## src/rtl/rf_wb_arbiter.sv

```systemverilog
// rtl/rf_wb_arbiter.sv - two-requester register-file writeback arbiter
// Round-robin between pipeline writeback (A) and a long-latency unit (B), one-cycle registered write port.
module rf_wb_arbiter #(
  parameter int DATA_WIDTH    = 32,
  parameter int ADDRESS_WIDTH = 5,
  parameter int CNT_WIDTH     = 16
) (
  input  logic                     clk,
  input  logic                     rst,
  input  logic                     arb_en,
  input  logic                     a_valid,
  input  logic [ADDRESS_WIDTH-1:0] a_dest,
  input  logic [DATA_WIDTH-1:0]    a_data,
  output logic                     a_ready,
  input  logic                     b_valid,
  input  logic [ADDRESS_WIDTH-1:0] b_dest,
  input  logic [DATA_WIDTH-1:0]    b_data,
  output logic                     b_ready,
  output logic                     rg_wrt_en,
  output logic [ADDRESS_WIDTH-1:0] rg_wrt_dest,
  output logic [DATA_WIDTH-1:0]    rg_wrt_data,
  output logic [CNT_WIDTH-1:0]     conflict_cnt
);

  logic                     last_b_q;
  logic                     wrt_en_q;
  logic [ADDRESS_WIDTH-1:0] wrt_dest_q;
  logic [DATA_WIDTH-1:0]    wrt_data_q;
  logic [CNT_WIDTH-1:0]     cnt_q;

  logic                     accept;
  logic                     contention;
  logic [ADDRESS_WIDTH-1:0] win_dest;
  logic [DATA_WIDTH-1:0]    win_data;

  // Ready is only ever raised for a requester that is valid, so ready alone marks acceptance.
  always_comb begin
    a_ready    = rst & arb_en & a_valid & (~b_valid | last_b_q);
    b_ready    = rst & arb_en & b_valid & (~a_valid | ~last_b_q);
    accept     = a_ready | b_ready;
    contention = arb_en & a_valid & b_valid;
    win_dest   = b_ready ? b_dest : a_dest;
    win_data   = b_ready ? b_data : a_data;
  end

  // last_b resets to 1 so that A wins the first contention after reset.
  always_ff @(posedge clk or negedge rst) begin
    if (!rst) begin
      last_b_q   <= 1'b1;
      wrt_en_q   <= 1'b0;
      wrt_dest_q <= '0;
      wrt_data_q <= '0;
      cnt_q      <= '0;
    end else begin
      wrt_en_q <= accept && (win_dest != '0);
      if (accept && (win_dest != '0)) begin
        wrt_dest_q <= win_dest;
        wrt_data_q <= win_data;
      end
      if (accept) begin
        last_b_q <= b_ready;
      end
      if (contention && (cnt_q != '1)) begin
        cnt_q <= cnt_q + CNT_WIDTH'(1);
      end
    end
  end

  assign rg_wrt_en    = wrt_en_q;
  assign rg_wrt_dest  = wrt_dest_q;
  assign rg_wrt_data  = wrt_data_q;
  assign conflict_cnt = cnt_q;

endmodule

```

## config.mk

```make
export PLATFORM = sky130hd
export DESIGN_NAME = rf_wb_arbiter
export DESIGN_NICKNAME = d
export VERILOG_FILES = /design/src/rtl/rf_wb_arbiter.sv
export SDC_FILE = /design/constraint.sdc
export NUM_CORES = 1
export LEC_CHECK = 0
export ABC_AREA = 1
export CAP_MARGIN = 20
export CORE_MARGIN = 3
export CORE_UTILIZATION = 45
export DETAILED_ROUTE_END_ITERATION = 8
export PLACE_DENSITY_LB_ADDON = 0.12
export REMOVE_ABC_BUFFERS = 1
export SETUP_SLACK_MARGIN = 0.5
export SLEW_MARGIN = 20
export SYNTH_ARGS = -nofsm -noshare
export SYNTH_HDL_FRONTEND = slang
export SYNTH_SLANG_ARGS = --single-unit
```

## constraint.sdc

```tcl
create_clock -name clk -period 2.65 [get_ports clk]
set_input_delay 0.53 -clock clk [delete_from_list [all_inputs] [get_ports clk]]
set_output_delay 0.53 -clock clk [all_outputs]
set_load 0.05 [all_outputs]
```

==> results of run 1 <==
==> critical path: cells and delay by family <==
kind / cells / cell delay [ps]
buf+inv: 3 / 830
simple gates: 2 / 290
==> cells in the final DEF, fill, tap and decap left out, drive strengths merged <==
cell type / count
nand2: 176
clkdlybuf4s50: 122
nand3: 85
dfrtp: 54
nor2: 23
inv: 18
buf: 17
xor2: 14
dlymetal6s2s: 8
o21ai: 8
clkbuf: 7
nor3: 6
clkinvlp: 1
nand4: 1
a21oi: 1
ha: 1
clkinv: 1
dfstp: 1
dlygate4sd2: 1
==> flip-flops by register name (all words and copies together), names as in the netlist <==
register	count
rg_wrt_data	32
conflict_cnt	16
rg_wrt_dest	5
last_b_q	1
rg_wrt_en	1
==> stage by stage <==
stage | cells | utilization, % | total power, mW
2_1_floorplan | 389 | - | 2.105
3_3_place_gp | 628 | 66.78 | 2.717
3_5_place_dp | 628 | 66.78 | 2.744
4_1_cts | 637 | 68.32 | 3.196
5_1_grt | 641 | 69.16 | 3.341
6_report | 641 | 69.16 | 3.165
==> Yosys cell counts <==
master | n | share of area, %
buf_2 | 7 | 1.1
xor2_1 | 14 | 3.8
nand2_2 | 6 | 1.2
nand3_1 | 64 | 10
nand4_1 | 1 | 0.19
clkbuf_1 | 3 | 0.35
nor2_2 | 2 | 0.39
buf_12 | 3 | 1.9
nand2_4 | 3 | 1.1
nor2_1 | 20 | 2.3
nor3_1 | 6 | 0.93
inv_2 | 2 | 0.23
nor2_8 | 1 | 0.62
ha_1 | 1 | 0.39
buf_4 | 2 | 0.47
dfrtp_1 | 54 | 42
buf_6 | 8 | 2.8
inv_1 | 17 | 2.0
nand3_2 | 21 | 6.5
nand2_1 | 167 | 19
o21ai_1 | 1 | 0.16
o21ai_2 | 1 | 0.27
o21ai_0 | 6 | 0.93
dfstp_2 | 1 | 0.82
a21oi_1 | 1 | 0.16
==> worst min-delay path by stage <==
stage	from	end	depth (start not counted)
finish	rst	conflict_cnt[13]	2
floorplan	rst	conflict_cnt[0]	0
global placement	last_b_q	last_b_q	2
detailed placement	last_b_q	last_b_q	2
global route	rst	conflict_cnt[11]	2
CTS	rst	conflict_cnt[13]	2
==> layout make-up <==
| class | instances | area [µm²] | share of cell area, % |
|---|---|---|---|
| multi-input combinational | 315 | 1579 | 33.24 |
| timing repair buffer | 148 | 1518 | 31.95 |
| sequential | 55 | 1378 | 29.00 |
| tap | 96 | 120.1 | 2.528 |
| clock buffer | 7 | 76.32 | 1.607 |
| inverter | 19 | 75.07 | 1.580 |
| clock inverter | 1 | 5.005 | 0.1053 |
==> logic make-up (layout without fill, tap and decap cells) <==
family          count (synthesis)  in the layout  synth area share, %
xor+xnor                       14             14                3.812
flops                          55             55                42.82
fa+ha+maj                       1              1               0.3889
compound gates                  9              9                1.517
buf+inv                        42            175                8.790
simple gates                  291            291                42.67
==> what timing repair did <==
item	CTS	global route
pin swaps	0	2
resized for setup	5	11
setup buffers	1	4
endpoints found under the hold margin	0	0
endpoints found under the setup margin	8	48
==> report_power, final <==
part | total (mW) | switching [mW] | internal (mW)
Sequential | 1.17 | 0.151 | 1.02
Combinational | 1.55 | 0.995 | 0.554
Clock | 0.444 | 0.257 | 0.186
Total | 3.16 | 1.40 | 1.76
==> routing by layer <==
metal | up-vias | GRT usage, %
li1 | 1569 | -
met1 | 1416 | 25.15
met2 | 96 | 38.60
met3 | 10 | 6.583
met4 | 0 | 6.760
met5 | - | 0
==> out/qor.txt, run 1 <==
Slowest cell on crit path: clkdlybuf4s50_1
Register area share after synthesis: 42.82%
Number of H-tree levels: 2
Flop2flop setup slack: 740 ps
Wire length per cell: 13.41 µm
Worst Setup SP: a_valid
Critical path class: in2out
Fill cells: 594
Startpoint type of the worst setup path: input pin
DR iter-0 viols: 156
Flops & latches, synth: 55
Met3 Routed Length: 623 µm
Worst slack, placed: 239.3 ps
Cell-by-cell trace of the critical path: clkdlybuf4s50_1 > nand2_2 > nand2_8 > clkinvlp_4 > buf_12
Crit path largest cell delay: 500 ps
Top fanout value on the critical path: 11
Clock transition at path regs: 90 ps
DR top layer: met4
Clk root buf: clkbuf_8
Critical Path End Type: output port
Cell leakage power: 2.401 nW
Tmin final: 2186 ps
Core footprint: 0.006869 mm²
Placed Area: 0.004587 mm²
Vias in the first global route: 3,116
CP arrival: 1660 ps
CTS buffer count: 5
Worst-margin pin slew: 694.1 ps
Post-DP HPWL: 6466 µm
Period utilization: 82.48%
FP Rows: 30
Die ar.: 0.008199 mm²
Initial Utilization: 46.83%
GRT Residual Overflow: 0
Maxcap violations: 0
Pin count of the biggest net entering global routing: 56
All-Layer GR Usage: 21.81%
First-pass DRT Iterations: 4
CTS Hold Buffers Added: 0
N_diodes: 0
Chip Height: 90.55 µm
HP Class: in2async
End of the critical path: b_ready
VDD IR-drop max: 0.2689 mV
Req. time, crit path: 2120 ps
Slew Limit Fails: 0
Status: completed
Share of cells above drive strength 1: 12.11%
Worst r2r dst: conflict_cnt[15]
Synthesis-to-layout area growth: 47.69%
Post-route ant nets: 0
Worst Skew: 8.878 ps
GP Congestion: 0.8573
Hold Slack: 362.7 ps
Routed wl met2: 4393 µm
WL met1: 3445 µm
Worst R2R Path Depth: 8
# setup viols final: 0
Worst skew pair latency: 300 ps
Max Freq: 457.5 MHz
Mean post-synth cell area: 7.808 µm²
Port Buf Inserts: 134
Via Count: 3,091
Clock Path Buffers: 2
Finished Cell Area: 0.004751 mm²
Synth warn: 0
Num ports: 135
CTS tree: yes
Cell area power density: 666.1 mW/mm²
Post-synthesis cell type count: 25
Final nets: 624
Mapped Cells: 412
Setup_tns: 0 ps
Worst setup margin: 464.3 ps
First-pass GRT wire length: 14,680 µm
Initial antenna violation count: 0
Num Clock Sinks: 55
RSZ-0062 raised after global routing: yes
Slew HR: 53.73%
Drc violations: 0
Final wirelength: 8598 µm
Mapped Area: 0.003217 mm²
Fin. Hold Viols: 0
DR vias/cell: 4.822
Reg-to-Reg Start: conflict_cnt[0]
Die width: 90.55 µm
No activity file was read; power rests on OpenSTA's default activity.
==> run 2, diff against run 1 <==
- CORE_UTILIZATION: 45 -> 43
- clock period: 2.65 -> 2.2 ns (I/O delays scaled with it)
==> run 2 against run 1 <==
Effect of this change: final area rose by 5.9%; first-iteration DRC count down 35%; final cell count rose by 3.6%; combinational power is 21% higher; critical endpoint unchanged.
==> out/qor.txt, run 2 (same netlist as run 1, synthesis figures left out) <==
Status: completed (unchanged)
N_diodes: 0 (unchanged)
Slew HR: 54.15% (was 53.73%)
Slew Limit Fails: 0 (unchanged)
Cells after DPL: 636 (was 628)
Most frequent cells in the layout: 164 x nand2_1, 74 x clkdlybuf4s50_1, 62 x nand3_1 (was 166 x nand2_1, 122 x clkdlybuf4s50_1, 64 x nand3_1)
Clk root buf: clkbuf_8 (unchanged)
Synthesis-to-layout area growth: 56.36% (was 47.69%)
Worst R2R Path Depth: 11 (was 8)
Critical Path End Type: output port (unchanged)
Clock Power Share: 15.7% (was 14.0%)
Post-DP HPWL: 6718 µm (was 6466 µm)
Max Freq: 564.0 MHz
Most common cell after layout, fill and taps aside: nand2_1 (unchanged)
Drc violations: 0 (unchanged)
CTS Hold Buffers Added: 0 (unchanged)
Gate power share: 48.2% (was 48.9%)
Req. time, crit path: 1760 ps (was 2120 ps)
Final nets: 647 (was 624)
Worst Skew: 7.049 ps (was 8.878 ps)
HP Class: in2async (unchanged)
GP Congestion: 0.8804 (was 0.8573)
Number of H-tree levels: 2 (unchanged)
Seq pwr share: 36.1% (was 37.0%)
Placed Area: 0.004659 mm² (was 0.004587 mm²)
Chip Height: 92.49 µm (was 90.55 µm)
Clock Path Buffers: 2 (unchanged)
DR iter-0 viols: 102 (was 156)
Initial Utilization: 45.83% (was 46.83%)
GRT Residual Overflow: 0 (unchanged)
Setup_tns: 0 ps (unchanged)
Net Sw Frac: 45.07% (was 44.33%)
Share of cells above drive strength 1: 21.13% (was 12.11%)
CTS tree: yes (unchanged)
Via Count: 3,262 (was 3,091)
P_int: 2.146 mW (was 1.762 mW)
Critical path class: reg2out (was in2out)
CP arrival: 1330 ps (was 1660 ps)
Num Clock Sinks: 55 (unchanged)
Die width: 92.49 µm (was 90.55 µm)
RSZ-0062 raised after global routing: yes (unchanged)
Top fanout value on the critical path: 7 (was 11)
Clock transition at path regs: 90 ps (about the same)
Worst-margin pin slew: 687.7 ps (was 694.1 ps)
Num ports: 135 (unchanged)
Maxcap violations: 0 (unchanged)
Max reg flops: 32 (unchanged)
Die ar.: 0.008554 mm² (was 0.008199 mm²)
Post-route ant nets: 0 (unchanged)
Tmin final: 1773 ps
Period utilization: 80.59%
Vias in the first global route: 3,143 (was 3,116)
Pin count of the biggest net entering global routing: 56 (unchanged)
FP Rows: 30 (unchanged)
Cell leakage power: 2.524 nW (was 2.401 nW)
First-pass GRT wire length: 14,590 µm (was 14,680 µm)
Core footprint: 0.007019 mm² (was 0.006869 mm²)
P_sw: 1.761 mW (was 1.403 mW)
Final wirelength: 9302 µm (was 8598 µm)
Worst skew pair latency: 310 ps (was 300 ps)
Worst r2r dst: rg_wrt_data[8] (was conflict_cnt[15])
VDD IR-drop max: 0.4077 mV (was 0.2689 mV)
Fin. Hold Viols: 0 (unchanged)
Startpoint type of the worst setup path: flip-flop (was input pin)
Final std cells w/o fill: 664 (was 641)
Reg-to-Reg Start: last_b_q (was conflict_cnt[0])
First-pass DRT Iterations: 4 (unchanged)
Initial antenna violation count: 0 (unchanged)
Flop2flop setup slack: 500 ps (was 740 ps)
Cell area power density: 776.9 mW/mm² (was 666.1 mW/mm²)
CTS buffer count: 5 (unchanged)
# setup viols final: 0 (unchanged)
Finished Cell Area: 0.005030 mm² (was 0.004751 mm²)
DR vias/cell: 4.913 (was 4.822)
Wire length per cell: 14.01 µm (was 13.41 µm)
Port Buf Inserts: 134 (unchanged)
All-Layer GR Usage: 21.08% (was 21.81%)
## run 2: cell count changes in the layout (fill, tap and decap cells not counted), sizes merged
cell,delta
clkdlybuf4s50,-48
clkdlybuf4s15,+33
buf,+19
clkbuf,+15
dlygate4sd2,+12
dlymetal6s2s,-8
clkinv,-1
clkinvlp,+1
## run 2: critical path, stage by stage (launching register included)
cell,delay [ps]
dfstp_2,560
nand2_4,80
nand2_8,80
inv_6,40
buf_12,120
buf_12,140
## run 2: per-stage QoR
stage | hold slack, ps | utilization, % | setup slack [ps] | power, mW
6_report | 276.6 | 71.66 | 426.9 | 3.908
5_1_grt | 341.4 | 71.66 | 391.6 | 4.109
4_1_cts | 318.7 | 68.89 | 332.9 | 3.847
3_5_place_dp | 478.2 | 66.38 | -1.912 | 3.322
3_3_place_gp | 466.0 | 66.38 | 39.97 | 3.291
2_1_floorplan | 144.4 | - | 68.45 | 2.535
## run 2: area by class of cell
type,count,area [µm²]
Inverter,19,80.08
Timing Repair inverter,1,5.005
Clock buffer,8,100.1
Tap cell,96,120.1
Multi-Input combinational cell,315,1647
Fill cell,573,1989
Sequential cell,55,1378
Timing Repair Buffer,170,1700
## run 2: repair_timing
action	CTS	global route
gates resized for setup	103	53
endpoints found under the setup margin	109	83
buffers inserted	6	9
pin swaps	4	8
gates cloned	0	5
## run 2: how the worst max path moves through the flow
stage                          startpoint  slack, ps                to
after global routing             last_b_q        390           b_ready
after floorplan           conflict_cnt[1]         70  conflict_cnt[15]
after CTS                        last_b_q        330           b_ready
final                            last_b_q        430           b_ready
after global placement             arb_en         40           b_ready
after detailed placement           arb_en         -2    rg_wrt_data[7]
## run 2: power groups by stage
stage,sequential [mW],clock (mW),combinational [mW]
6_report,1.41,0.615,1.88
5_1_grt,1.44,0.664,2.01
4_1_cts,1.40,0.623,1.82
3_5_place_dp,1.43,0,1.89
3_3_place_gp,1.43,0,1.87
2_1_floorplan,2.16,0,0.376
## run 2: metal layers
metal	track usage, %	vias up	wire length, µm
li1	-	1613	-
met1	24.92	1507	3694
met2	36.50	122	4673
met3	6.418	20	704
met4	6.683	0	230
met5	0	-	0
==> run 3, diff against run 2 <==
- clock period: 2.2 -> 1.7 ns (I/O delays scaled with it)
==> run 3 against run 2 <==
Effect of this change: the run now ends with setup timing left; worst setup slack worse by 440 ps; first-iteration DRC count is 53% higher; final cell count is 9.3% higher; critical endpoint unchanged; via count is 14% higher; sequential share of layout area is 4.4 points lower; die area stayed put.
==> out/qor.txt, run 3 (same netlist as run 1, synthesis figures left out) <==
Status: complete, but fails checks (was completed)
Failing checks: setup timing
Pin count of the biggest net entering global routing: 56 (unchanged)
Post-DP HPWL: 6877 µm (was 6718 µm)
Total power: 6.110 mW (was 3.908 mW)
Slowest cell on crit path: dfstp_2 (unchanged)
Clk root buf: clkbuf_8 (unchanged)
First-pass GRT wire length: 16,400 µm (was 14,590 µm)
Wire length per cell: 17.37 µm (was 14.01 µm)
Most frequent cells in the layout: 153 x nand2_1, 74 x clkdlybuf4s50_1, 70 x buf_4 (was 164 x nand2_1, 74 x clkdlybuf4s50_1, 62 x nand3_1)
CTS buffer count: 5 (unchanged)
GRT Residual Overflow: 0 (unchanged)
Top Usage Layer GRT: met2 (unchanged)
Startpoint type of the worst setup path: flip-flop (unchanged)
Tmin final: 1714 ps
Worst setup margin: -14.14 ps (was 426.9 ps)
M3 GR Usage: 5.361% (was 6.418%)
Synthesis-to-layout area growth: 87.05% (was 56.36%)
VDD IR-drop max: 0.5547 mV (was 0.4077 mV)
CTS Hold Buffers Added: 0 (unchanged)
Vias in the first global route: 3,524 (was 3,143)
Final nets: 710 (was 647)
RSZ-0062 raised after global routing: yes (unchanged)
Num Clock Sinks: 55 (unchanged)
Final wirelength: 12,610 µm (was 9302 µm)
Die ar.: 0.008554 mm² (unchanged)
Port Buf Inserts: 134 (unchanged)
Placed Area: 0.004712 mm² (was 0.004659 mm²)
CTS tree: yes (unchanged)
CP arrival: 1370 ps (was 1330 ps)
Worst path bufs/invs: 3 (unchanged)
FP Rows: 30 (unchanged)
Most frequent CP cell: buf_12 (unchanged)
Finished Cell Area: 0.006017 mm² (was 0.005030 mm²)
Cells after DPL: 656 (was 636)
Initial antenna violation count: 0 (unchanged)
Hold Slack: 162.9 ps (was 276.6 ps)
Max reg flops: 32 (unchanged)
Slew HR: 53.10% (was 54.15%)
Req. time, crit path: 1360 ps (was 1760 ps)
Most common cell after layout, fill and taps aside: nand2_1 (unchanged)
Num ports: 135 (unchanged)
Critical Path End Type: output port (unchanged)
All-Layer GR Usage: 23.83% (was 21.08%)
Maxcap violations: 0 (unchanged)
Core footprint: 0.007019 mm² (unchanged)
Chip Height: 92.49 µm (unchanged)
M1 GR Usage: 26.43% (was 24.92%)
Post-route ant nets: 0 (unchanged)
M2 GR Usage: 44.71% (was 36.50%)
Cell area power density: 1015 mW/mm² (was 776.9 mW/mm²)
Max Freq: 583.4 MHz
Worst skew pair latency: 320 ps (was 310 ps)
Via Count: 3,723 (was 3,262)
First-pass DRT Iterations: 4 (unchanged)
# setup viols final: 2 (was 0)
Crit path max-delay family: flip-flops (unchanged)
Number of H-tree levels: 2 (unchanged)
Worst-margin pin slew: 703.5 ps (was 687.7 ps)
DR iter-0 viols: 156 (was 102)
Period utilization: 100.8%
Cell leakage power: 3.011 nW (was 2.524 nW)
DR vias/cell: 5.128 (was 4.913)
Final std cells w/o fill: 726 (was 664)
Share of cells above drive strength 1: 40.00% (was 21.13%)
Fin. Hold Viols: 0 (unchanged)
Slew Limit Fails: 0 (unchanged)
N_diodes: 0 (unchanged)
Worst Skew: 13.28 ps (was 7.049 ps)
Clock transition at path regs: 110 ps (was 90 ps)
Clock Path Buffers: 2 (unchanged)
Top fanout value on the critical path: 3 (was 7)
Drc violations: 0 (unchanged)
Die width: 92.49 µm (unchanged)
Initial Utilization: 45.83% (unchanged)
Critical path class: reg2out (unchanged)
GP Congestion: 0.8495 (was 0.8804)
Cell-by-cell trace of the critical path: nand2_4 > nand2_8 > inv_6 > buf_12 > buf_12 (unchanged)
HP Class: in2async (unchanged)
Crit path largest cell delay: 580 ps (was 560 ps)
==> run 3: path summary, 6_finish.rpt <==
path	from	end	slack (ps)	cells after the start
setup / recovery	last_b_q	b_ready	-10	5
hold / removal	rst	conflict_cnt[15]	160	2
setup reg to reg	last_b_q	rg_wrt_data[19]	0	10
hold reg to reg	rg_wrt_data[16]	rg_wrt_data[16]	530	2
max in group asynchronous	rst	conflict_cnt[10]	1020	2
min in group clk	rg_wrt_data[16]	rg_wrt_data[16]	530	2
==> run 3: where the power goes <==
part	internal, mW	total (mW)	switching [mW]
Clock	0.432	0.882	0.451
Combinational	1.47	3.36	1.89
Sequential	1.60	1.86	0.270
==> run 3: what timing repair did <==
action                     in CTS  in global routing
resized for setup             118                 70
pin swaps                      10                 12
buffers inserted               43                 16
gates cloned                    2                  2
setup endpoints to repair     110                110
==> run 3: layout make-up <==
class | count | area, µm²
Timing Repair Buffer | 234 | 2460
Inverter | 19 | 91.34
Fill cell | 365 | 1002
Tap cell | 96 | 120.1
Multi-Input combinational cell | 315 | 1854
Sequential cell | 55 | 1385
Clock buffer | 5 | 68.82
Clock inverter | 2 | 37.54
==> run 3: worst register-to-register path, stage by stage, from the launching register on <==
cell     delay [ps]
dfstp_2         580
nand2_4          90
buf_6           140
nand3_2          70
nand2_4          60
nor2_4          170
nand2_4          90
nand2_8         120
buf_12          160
nand3_1          90
nand2_1          80
==> run 3: metal layers <==
layer  up-vias  routed length, µm
met5         -                  0
met2       152               7046
li1       1749                  -
met4         0                269
met1      1798               4471
met3        24                826
==> run 3: through the flow <==
stage / utilization [%] / TNS [ps] / setup slack [ps]
floorplan: - / -16820 / -431.5
global placement: 67.13 / -10240 / -271.9
detailed placement: 67.13 / -13130 / -361.4
CTS: 79.41 / 0 / 13.24
global route: 85.72 / -1525 / -89.49
finish: 85.72 / -15.93 / -14.14
